==> src/rtl/dm_pkg.sv <==
// Shared definitions for the data-memory access unit: size and state encodings,
// plus the byte-enable helper that the memory side also uses.
package dm_pkg;

  typedef logic [1:0] size_t;

  localparam size_t SZ_BYTE = 2'd0;
  localparam size_t SZ_HALF = 2'd1;
  localparam size_t SZ_WORD = 2'd2;

  typedef enum logic [1:0] {
    StIdle,
    StIssue,
    StWait,
    StResp
  } state_e;

  // Byte-lane mask for an access of the given size at byte offset lo.
  function automatic logic [3:0] be_mask(input size_t size, input logic [1:0] lo);
    logic [3:0] mask;
    case (size)
      SZ_BYTE: mask = 4'b0001 << lo;
      SZ_HALF: mask = lo[1] ? 4'b1100 : 4'b0011;
      SZ_WORD: mask = 4'b1111;
      default: mask = 4'b0000;
    endcase
    return mask;
  endfunction

  // Illegal size or an access not naturally aligned to its size.
  function automatic logic is_bad_access(input size_t size, input logic [1:0] lo);
    return (size == 2'd3) ||
           ((size == SZ_HALF) && lo[0]) ||
           ((size == SZ_WORD) && (lo != 2'b00));
  endfunction

endpackage

==> src/rtl/dm_store_align_if.sv <==
// CPU-side request/response and word-memory signals of the access unit.
interface dm_store_align_if
  import dm_pkg::*;
#(
  parameter int unsigned ADDR_W = 32
);
  logic              req_valid;
  logic              req_ready;
  logic              req_we;
  size_t             req_size;
  logic              req_signed;
  logic [ADDR_W-1:0] req_addr;
  logic [31:0]       req_wdata;
  logic              resp_valid;
  logic [31:0]       resp_rdata;
  logic              resp_err;
  logic              stall;
  logic              mem_req;
  logic              mem_we;
  logic [ADDR_W-1:0] mem_addr;
  logic [3:0]        mem_be;
  logic [31:0]       mem_wdata;
  logic              mem_ack;
  logic [31:0]       mem_rdata;

  // The access unit.
  modport slave (
    input  req_valid, req_we, req_size, req_signed, req_addr, req_wdata, mem_ack, mem_rdata,
    output req_ready, resp_valid, resp_rdata, resp_err, stall,
           mem_req, mem_we, mem_addr, mem_be, mem_wdata
  );

  // The pipeline plus memory driving the unit.
  modport master (
    output req_valid, req_we, req_size, req_signed, req_addr, req_wdata, mem_ack, mem_rdata,
    input  req_ready, resp_valid, resp_rdata, resp_err, stall,
           mem_req, mem_we, mem_addr, mem_be, mem_wdata
  );
endinterface

==> src/rtl/dm_load_ext.sv <==
// Selects the addressed lane of a read word and sign/zero-extends it to 32 bits.
module dm_load_ext
  import dm_pkg::*;
(
  input  logic [31:0] rdata_i,
  input  logic [1:0]  addr_lo_i,
  input  size_t       size_i,
  input  logic        signed_i,
  output logic [31:0] data_o
);

  logic [7:0]  byte_v;
  logic [15:0] half_v;

  // Lane select followed by extension according to size and signedness.
  always_comb begin
    byte_v = rdata_i[{addr_lo_i, 3'b000} +: 8];
    half_v = addr_lo_i[1] ? rdata_i[31:16] : rdata_i[15:0];
    data_o = rdata_i;
    case (size_i)
      SZ_BYTE: data_o = {{24{signed_i & byte_v[7]}}, byte_v};
      SZ_HALF: data_o = {{16{signed_i & half_v[15]}}, half_v};
      default: data_o = rdata_i;
    endcase
  end

endmodule

==> src/rtl/dm_store_align.sv <==
// Data-memory access unit: aligns sb/sh/sw onto a word memory and extends load data.
// One access in flight; the pipeline is stalled until the response pulse.
module dm_store_align
  import dm_pkg::*;
#(
  parameter int unsigned TIMEOUT = 255,
  parameter int unsigned ADDR_W  = 32
) (
  input  logic              clk,
  input  logic              reset,
  dm_store_align_if.slave   bus
);

  localparam logic [7:0] TimeoutCnt = 8'(TIMEOUT);

  state_e            state_q, state_d;
  logic              we_q, signed_q;
  size_t             size_q;
  logic [ADDR_W-1:0] addr_q;
  logic [31:0]       wdata_q;
  logic [7:0]        cnt_q, cnt_d;
  logic [31:0]       rdata_q, rdata_d;
  logic              err_q, err_d;
  logic              accept;
  logic              mem_active;
  logic [31:0]       ext_data;
  logic [31:0]       wdata_rep;

  dm_load_ext u_load_ext (
    .rdata_i   (bus.mem_rdata),
    .addr_lo_i (addr_q[1:0]),
    .size_i    (size_q),
    .signed_i  (signed_q),
    .data_o    (ext_data)
  );

  // Next-state logic: accept, issue, wait for ack or timeout, single response cycle.
  always_comb begin
    state_d = state_q;
    cnt_d   = cnt_q;
    rdata_d = rdata_q;
    err_d   = err_q;
    accept  = 1'b0;
    case (state_q)
      StIdle: begin
        if (bus.req_valid) begin
          accept  = 1'b1;
          cnt_d   = 8'd0;
          rdata_d = 32'd0;
          err_d   = is_bad_access(bus.req_size, bus.req_addr[1:0]);
          state_d = err_d ? StResp : StIssue;
        end
      end
      StIssue, StWait: begin
        if (bus.mem_ack) begin
          rdata_d = we_q ? 32'd0 : ext_data;
          err_d   = 1'b0;
          state_d = StResp;
        end else if (state_q == StIssue) begin
          state_d = StWait;
        end else begin
          cnt_d = cnt_q + 8'd1;
          if (cnt_d == TimeoutCnt) begin
            err_d   = 1'b1;
            state_d = StResp;
          end
        end
      end
      StResp:  state_d = StIdle;
      default: state_d = StIdle;
    endcase
  end

  // State, counter, response data and latched request fields.
  always_ff @(posedge clk) begin
    if (reset) begin
      state_q  <= StIdle;
      cnt_q    <= 8'd0;
      rdata_q  <= 32'd0;
      err_q    <= 1'b0;
      we_q     <= 1'b0;
      signed_q <= 1'b0;
      size_q   <= SZ_BYTE;
      addr_q   <= '0;
      wdata_q  <= 32'd0;
    end else begin
      state_q <= state_d;
      cnt_q   <= cnt_d;
      rdata_q <= rdata_d;
      err_q   <= err_d;
      if (accept) begin
        we_q     <= bus.req_we;
        signed_q <= bus.req_signed;
        size_q   <= bus.req_size;
        addr_q   <= bus.req_addr;
        wdata_q  <= bus.req_wdata;
      end
    end
  end

  // Memory-side outputs are zero whenever no memory cycle is in progress.
  always_comb begin
    mem_active = (state_q == StIssue) || (state_q == StWait);
    case (size_q)
      SZ_BYTE: wdata_rep = {4{wdata_q[7:0]}};
      SZ_HALF: wdata_rep = {2{wdata_q[15:0]}};
      default: wdata_rep = wdata_q;
    endcase
  end

  assign bus.mem_req    = mem_active;
  assign bus.mem_we     = mem_active & we_q;
  assign bus.mem_addr   = mem_active ? {addr_q[ADDR_W-1:2], 2'b00} : '0;
  assign bus.mem_be     = mem_active ? be_mask(size_q, addr_q[1:0]) : 4'b0000;
  assign bus.mem_wdata  = mem_active ? wdata_rep : 32'd0;

  assign bus.req_ready  = (state_q == StIdle);
  assign bus.stall      = (state_q != StIdle);
  assign bus.resp_valid = (state_q == StResp);
  assign bus.resp_err   = (state_q == StResp) & err_q;
  assign bus.resp_rdata = (state_q == StResp) ? rdata_q : 32'd0;

endmodule

==> src/flat_wrapper.sv <==
// flat-port wrapper written by rule: the top's interface ports become plain ports
module dm_store_align_flat import dm_pkg::*;
#(
  parameter int unsigned TIMEOUT = 255,
  parameter int unsigned ADDR_W  = 32
)
  (clk, reset, bus_req_valid, bus_req_we, bus_req_size, bus_req_signed, bus_req_addr, bus_req_wdata, bus_mem_ack, bus_mem_rdata, bus_req_ready, bus_resp_valid, bus_resp_rdata, bus_resp_err, bus_stall, bus_mem_req, bus_mem_we, bus_mem_addr, bus_mem_be, bus_mem_wdata);
  dm_store_align_if #(.ADDR_W(ADDR_W)) bus_i ();
  input  logic clk;
  input  logic reset;
  input wire logic [$bits(bus_i.req_valid)-1:0] bus_req_valid;
  input wire logic [$bits(bus_i.req_we)-1:0] bus_req_we;
  input wire logic [$bits(bus_i.req_size)-1:0] bus_req_size;
  input wire logic [$bits(bus_i.req_signed)-1:0] bus_req_signed;
  input wire logic [$bits(bus_i.req_addr)-1:0] bus_req_addr;
  input wire logic [$bits(bus_i.req_wdata)-1:0] bus_req_wdata;
  input wire logic [$bits(bus_i.mem_ack)-1:0] bus_mem_ack;
  input wire logic [$bits(bus_i.mem_rdata)-1:0] bus_mem_rdata;
  output wire logic [$bits(bus_i.req_ready)-1:0] bus_req_ready;
  output wire logic [$bits(bus_i.resp_valid)-1:0] bus_resp_valid;
  output wire logic [$bits(bus_i.resp_rdata)-1:0] bus_resp_rdata;
  output wire logic [$bits(bus_i.resp_err)-1:0] bus_resp_err;
  output wire logic [$bits(bus_i.stall)-1:0] bus_stall;
  output wire logic [$bits(bus_i.mem_req)-1:0] bus_mem_req;
  output wire logic [$bits(bus_i.mem_we)-1:0] bus_mem_we;
  output wire logic [$bits(bus_i.mem_addr)-1:0] bus_mem_addr;
  output wire logic [$bits(bus_i.mem_be)-1:0] bus_mem_be;
  output wire logic [$bits(bus_i.mem_wdata)-1:0] bus_mem_wdata;
  assign bus_i.req_valid = bus_req_valid;
  assign bus_i.req_we = bus_req_we;
  assign bus_i.req_size = bus_req_size;
  assign bus_i.req_signed = bus_req_signed;
  assign bus_i.req_addr = bus_req_addr;
  assign bus_i.req_wdata = bus_req_wdata;
  assign bus_i.mem_ack = bus_mem_ack;
  assign bus_i.mem_rdata = bus_mem_rdata;
  assign bus_req_ready = bus_i.req_ready;
  assign bus_resp_valid = bus_i.resp_valid;
  assign bus_resp_rdata = bus_i.resp_rdata;
  assign bus_resp_err = bus_i.resp_err;
  assign bus_stall = bus_i.stall;
  assign bus_mem_req = bus_i.mem_req;
  assign bus_mem_we = bus_i.mem_we;
  assign bus_mem_addr = bus_i.mem_addr;
  assign bus_mem_be = bus_i.mem_be;
  assign bus_mem_wdata = bus_i.mem_wdata;
  dm_store_align #(.TIMEOUT(TIMEOUT), .ADDR_W(ADDR_W)) u_core (.clk(clk), .reset(reset), .bus(bus_i));
endmodule
==> config.mk <==
export PLATFORM = sky130hd
export DESIGN_NAME = dm_store_align_flat
export DESIGN_NICKNAME = d
export VERILOG_FILES = /design/src/rtl/dm_pkg.sv /design/src/rtl/dm_store_align_if.sv /design/src/rtl/dm_load_ext.sv /design/src/rtl/dm_store_align.sv /design/src/flat_wrapper.sv
export SDC_FILE = /design/constraint.sdc
export NUM_CORES = 1
export LEC_CHECK = 0
export CELL_PAD_IN_SITES_DETAIL_PLACEMENT = 0
export CELL_PAD_IN_SITES_GLOBAL_PLACEMENT = 1
export CORE_MARGIN = 2
export CORE_UTILIZATION = 32
export DETAILED_ROUTE_END_ITERATION = 10
export HOLD_SLACK_MARGIN = 0.15
export PLACE_DENSITY_LB_ADDON = 0.1
export SLEW_MARGIN = 15
export SYNTH_ARGS = -nofsm -noshare
export SYNTH_HDL_FRONTEND = slang
export SYNTH_SLANG_ARGS = --single-unit
==> constraint.sdc <==
create_clock -name clk -period 2.58 [get_ports clk]
set_input_delay 0.516 -clock clk [delete_from_list [all_inputs] [get_ports clk]]
set_output_delay 0.516 -clock clk [all_outputs]
set_load 0.1 [all_outputs]
==> results.py <==
metrics = {
    "sta": {
        "setup_viol": 0,
        "drv_slew": 0,
        "whs_ns": 0.448,
        "worst_pin_slew_ns": 0.724,
        "fin_skew_ns": 0.00439,
        "setup_slack_ns": 0.120,
        "period_share_pct": 95.3,
        "finalCriticalPeriod_ns": 2.46,
        "rsz0062_at_grt": "false",
        "clock.fmax_mhz": 407,
        "final-hold-violation-count": 0,
        "relSlewSlack_pct": 51.7,
        "setup_tns_ns": 0,
    },
    "finish": {
        "drive_gt1_share_pct": 23.9,
        "stdcell_area_um2": 9730,
        "finalNetCount": 1047,
        "seqCellArea_um2": 2220,
        "antenna_cells": 0,
        "nFillCells": 1561,
        "area_growth_pct": 69.5,
        "final_util_pct": 55.8,
        "multiInputGateArea_um2": 3540,
    },
    "critical_path": {
        "critPathMaxFanout": 14,
        "worst-setup-path-type": "register to output pin",
        "cpMaxStageDelayCell": "ha_4",
        "crit_family": "buffers and inverters",
        "max_stage_delay_ns": 0.42,
        "startpoint": "u_core.state_q[0]",
        "worst-path-buf-inv": 3,
        "end_kind": "output pin",
        "crit_chain": "inv_1 -> ha_4 -> buf_4 -> a21boi_4 -> buf_12",
        "r2r_start": "u_core.state_q[0]",
        "critPathRequiredTime_ns": 2.06,
        "crit_arrival_ns": 1.94,
        "cp-start-kind": "register",
    },
    "global_routing": {
        "grt_pass1_wl_um": 30100,
        "overflow": 0,
        "grt_pass1_vias": 5752,
        "grt_max_degree": 69,
        "antenna_found_initial": 2,
        "grt_usage_pct": 20.3,
    },
    "yosys": {
        "syn_inst": 759,
        "synth_edf_count": 0,
        "yosysSeqAreaShare_pct": 38.7,
        "ys_seq_elements": 111,
        "synth_top_area_share_pct": 38.7,
        "synth.distinct_cells": 49,
        "synth_flop_cell": "dfxtp_1",
        "syn-mean-instance-area_um2": 7.56,
        "async_reset_ff_share_pct": 0,
        "synth_area_leaders": "dfxtp_1, nand2_1, a21oi_1",
        "netlist_area_um2": 5740,
        "yosys.area.top_type": "dfxtp_1",
        "ys_warn_count": 0,
    },
    "run": {
        "drv_cap": 0,
    },
    "clocking": {
        "clockBufferDepth": 2,
        "cts_root_buf": "clkbuf_16",
        "clk_latency_ns": 0.35,
        "cts_tree": "yes",
        "cts.htree.levels": 3,
        "cts_buffers": 9,
        "cts-hold-fix-buffers": 0,
        "path_clk_slew_ns": 0.07,
        "clock-sinks": 111,
    },
    "min_path": {
        "hold_path.class": "register to register",
        "min_from": "u_core.rdata_q[4]",
    },
    "floorplanning": {
        "row_count": 48,
        "fp.coreArea_um2": 17400,
        "dieArea_um2": 19000,
        "io_pins": 210,
        "die_h_um": 138,
        "initial_core_util_pct": 32.9,
        "die_w_um": 138,
    },
    "placed_design": {
        "routabilityCongestion": 0.865,
        "pre_cts_ws_ns": -0.100,
        "hpwlAfterDp_um": 14200,
        "io_buffers": 207,
        "post_dp_cell_area_um2": 9410,
    },
    "route": {
        "ant_nets": 0,
        "drc": 0,
        "via_per_inst": 5.08,
        "first_pass_iters": 6,
        "num_vias": 5931,
        "wl_um": 19600,
        "wire_per_inst_um": 16.8,
        "drt-initial-drc-count": 295,
    },
    "outcome": {
        "status": "finished, final reports clean",
    },
    "power": {
        "static-leakage-power_nw": 3.63,
        "ir_worst_vdd_mv": 0.947,
        "power_density_nw_per_um2": 919,
    },
}
## sequential cells by signal, indices dropped and copies added (netlist names)
register         cells
u_core.addr_q       32
u_core.rdata_q      32
u_core.wdata_q      32
u_core.cnt_q         8
u_core.size_q        2
u_core.state_q       2
u_core.err_q         1
u_core.signed_q      1
u_core.we_q          1
## cell usage in the layout (no fill, tap or decap), drive strengths merged, types with 2 or more instances in the layout
| master | count |
|---|---|
| a211o | 2 |
| a211oi | 3 |
| a21boi | 8 |
| a21o | 9 |
| a21oi | 101 |
| a221o | 8 |
| a22oi | 8 |
| a32oi | 17 |
| and2 | 72 |
| buf | 128 |
| clkbuf | 13 |
| clkdlybuf4s50 | 102 |
| clkinv | 3 |
| conb | 2 |
| dfxtp | 111 |
| ha | 6 |
| inv | 11 |
| mux2 | 2 |
| mux2i | 19 |
| nand2 | 169 |
| nand2b | 20 |
| nand3 | 4 |
| nor2 | 46 |
| nor2b | 16 |
| nor3 | 12 |
| nor4 | 2 |
| o211a | 8 |
| o211ai | 3 |
| o21ai | 13 |
| o221ai | 7 |
| xor2 | 2 |
## tightest hold or removal path, stage by stage, from the launching register on
cell and delay (ns):
dfxtp_1 0.31, nand2_1 0.05, a21oi_1 0.05
## metal layers
metal / track usage [%] / vias up / wire length [µm]
li1: - / 2928 / -
met1: 24.6 / 2773 / 7980
met2: 33.9 / 196 / 9480
met3: 6.80 / 30 / 1650
met4: 6.58 / 4 / 424
met5: 0 / - / 27
## power breakdown
group / total (W) / switching, W / internal, W
combinational: 0.00536 / 0.00341 / 0.00195
sequential: 0.00214 / 0.000179 / 0.00196
clock: 0.00143 / 0.000666 / 0.000768
## path summary, 6_finish.rpt
check	cells past startpoint	slack [ns]	to
worst max-delay path	5	0.12	bus_mem_wdata[13]
worst min-delay path	2	0.45	u_core.rdata_q[4]
worst max register to register	7	0.43	u_core.err_q
worst min register to register	2	0.45	u_core.rdata_q[4]
## cells in the mapped netlist (3+ instances only)
cell and count:
o211ai_1 3, a211oi_1 3, ha_1 6, nand2b_1 20, nand3_1 4, o211a_1 8, nor2_1 46, nor2b_1 16
nand2_1 169, a21boi_0 8, a221o_1 8, a21oi_1 101, and2_1 72, dfxtp_1 111, clkbuf_1 52, inv_1 9
a32oi_1 17, a21o_1 9, o221ai_1 7, o21ai_0 12, buf_2 6, a22oi_1 8, nor3_1 12, mux2i_1 19
## stage by stage
step                      power [W]  std cells
after global routing        0.00938       1167
final                       0.00894       1167
after global placement      0.00746       1150
after floorplan             0.00570        760
after CTS                   0.00899       1166
after detailed placement    0.00753       1150
## area by class of cell
class	count	share of cell area, %
clock buffer	13	2.88
timing repair buffer	230	34.3
clock inverter	3	0.232
tap	225	2.89
inverter	11	0.425
sequential	111	22.9
multi-input combinational	574	36.4
## cell families after synthesis
| group | after synthesis | synth area share (%) |
|---|---|---|
| xor+xnor | 3 | 0.458 |
| other cells | 1 | 0.0654 |
| compound gates | 194 | 21.7 |
| flops | 111 | 38.7 |
| mux | 22 | 4.10 |
| simple gates | 347 | 28.2 |
| buf+inv | 75 | 5.43 |
| fa+ha+maj | 6 | 1.31 |
## repair_timing
action / CTS / global route
endpoints found under the hold margin: 0 / 0
setup endpoints to repair: 2 / 21
pin swaps: 0 / 1
resized for setup: 1 / 0
buffers inserted: 0 / 1
(Power assumes the default switching activity.)
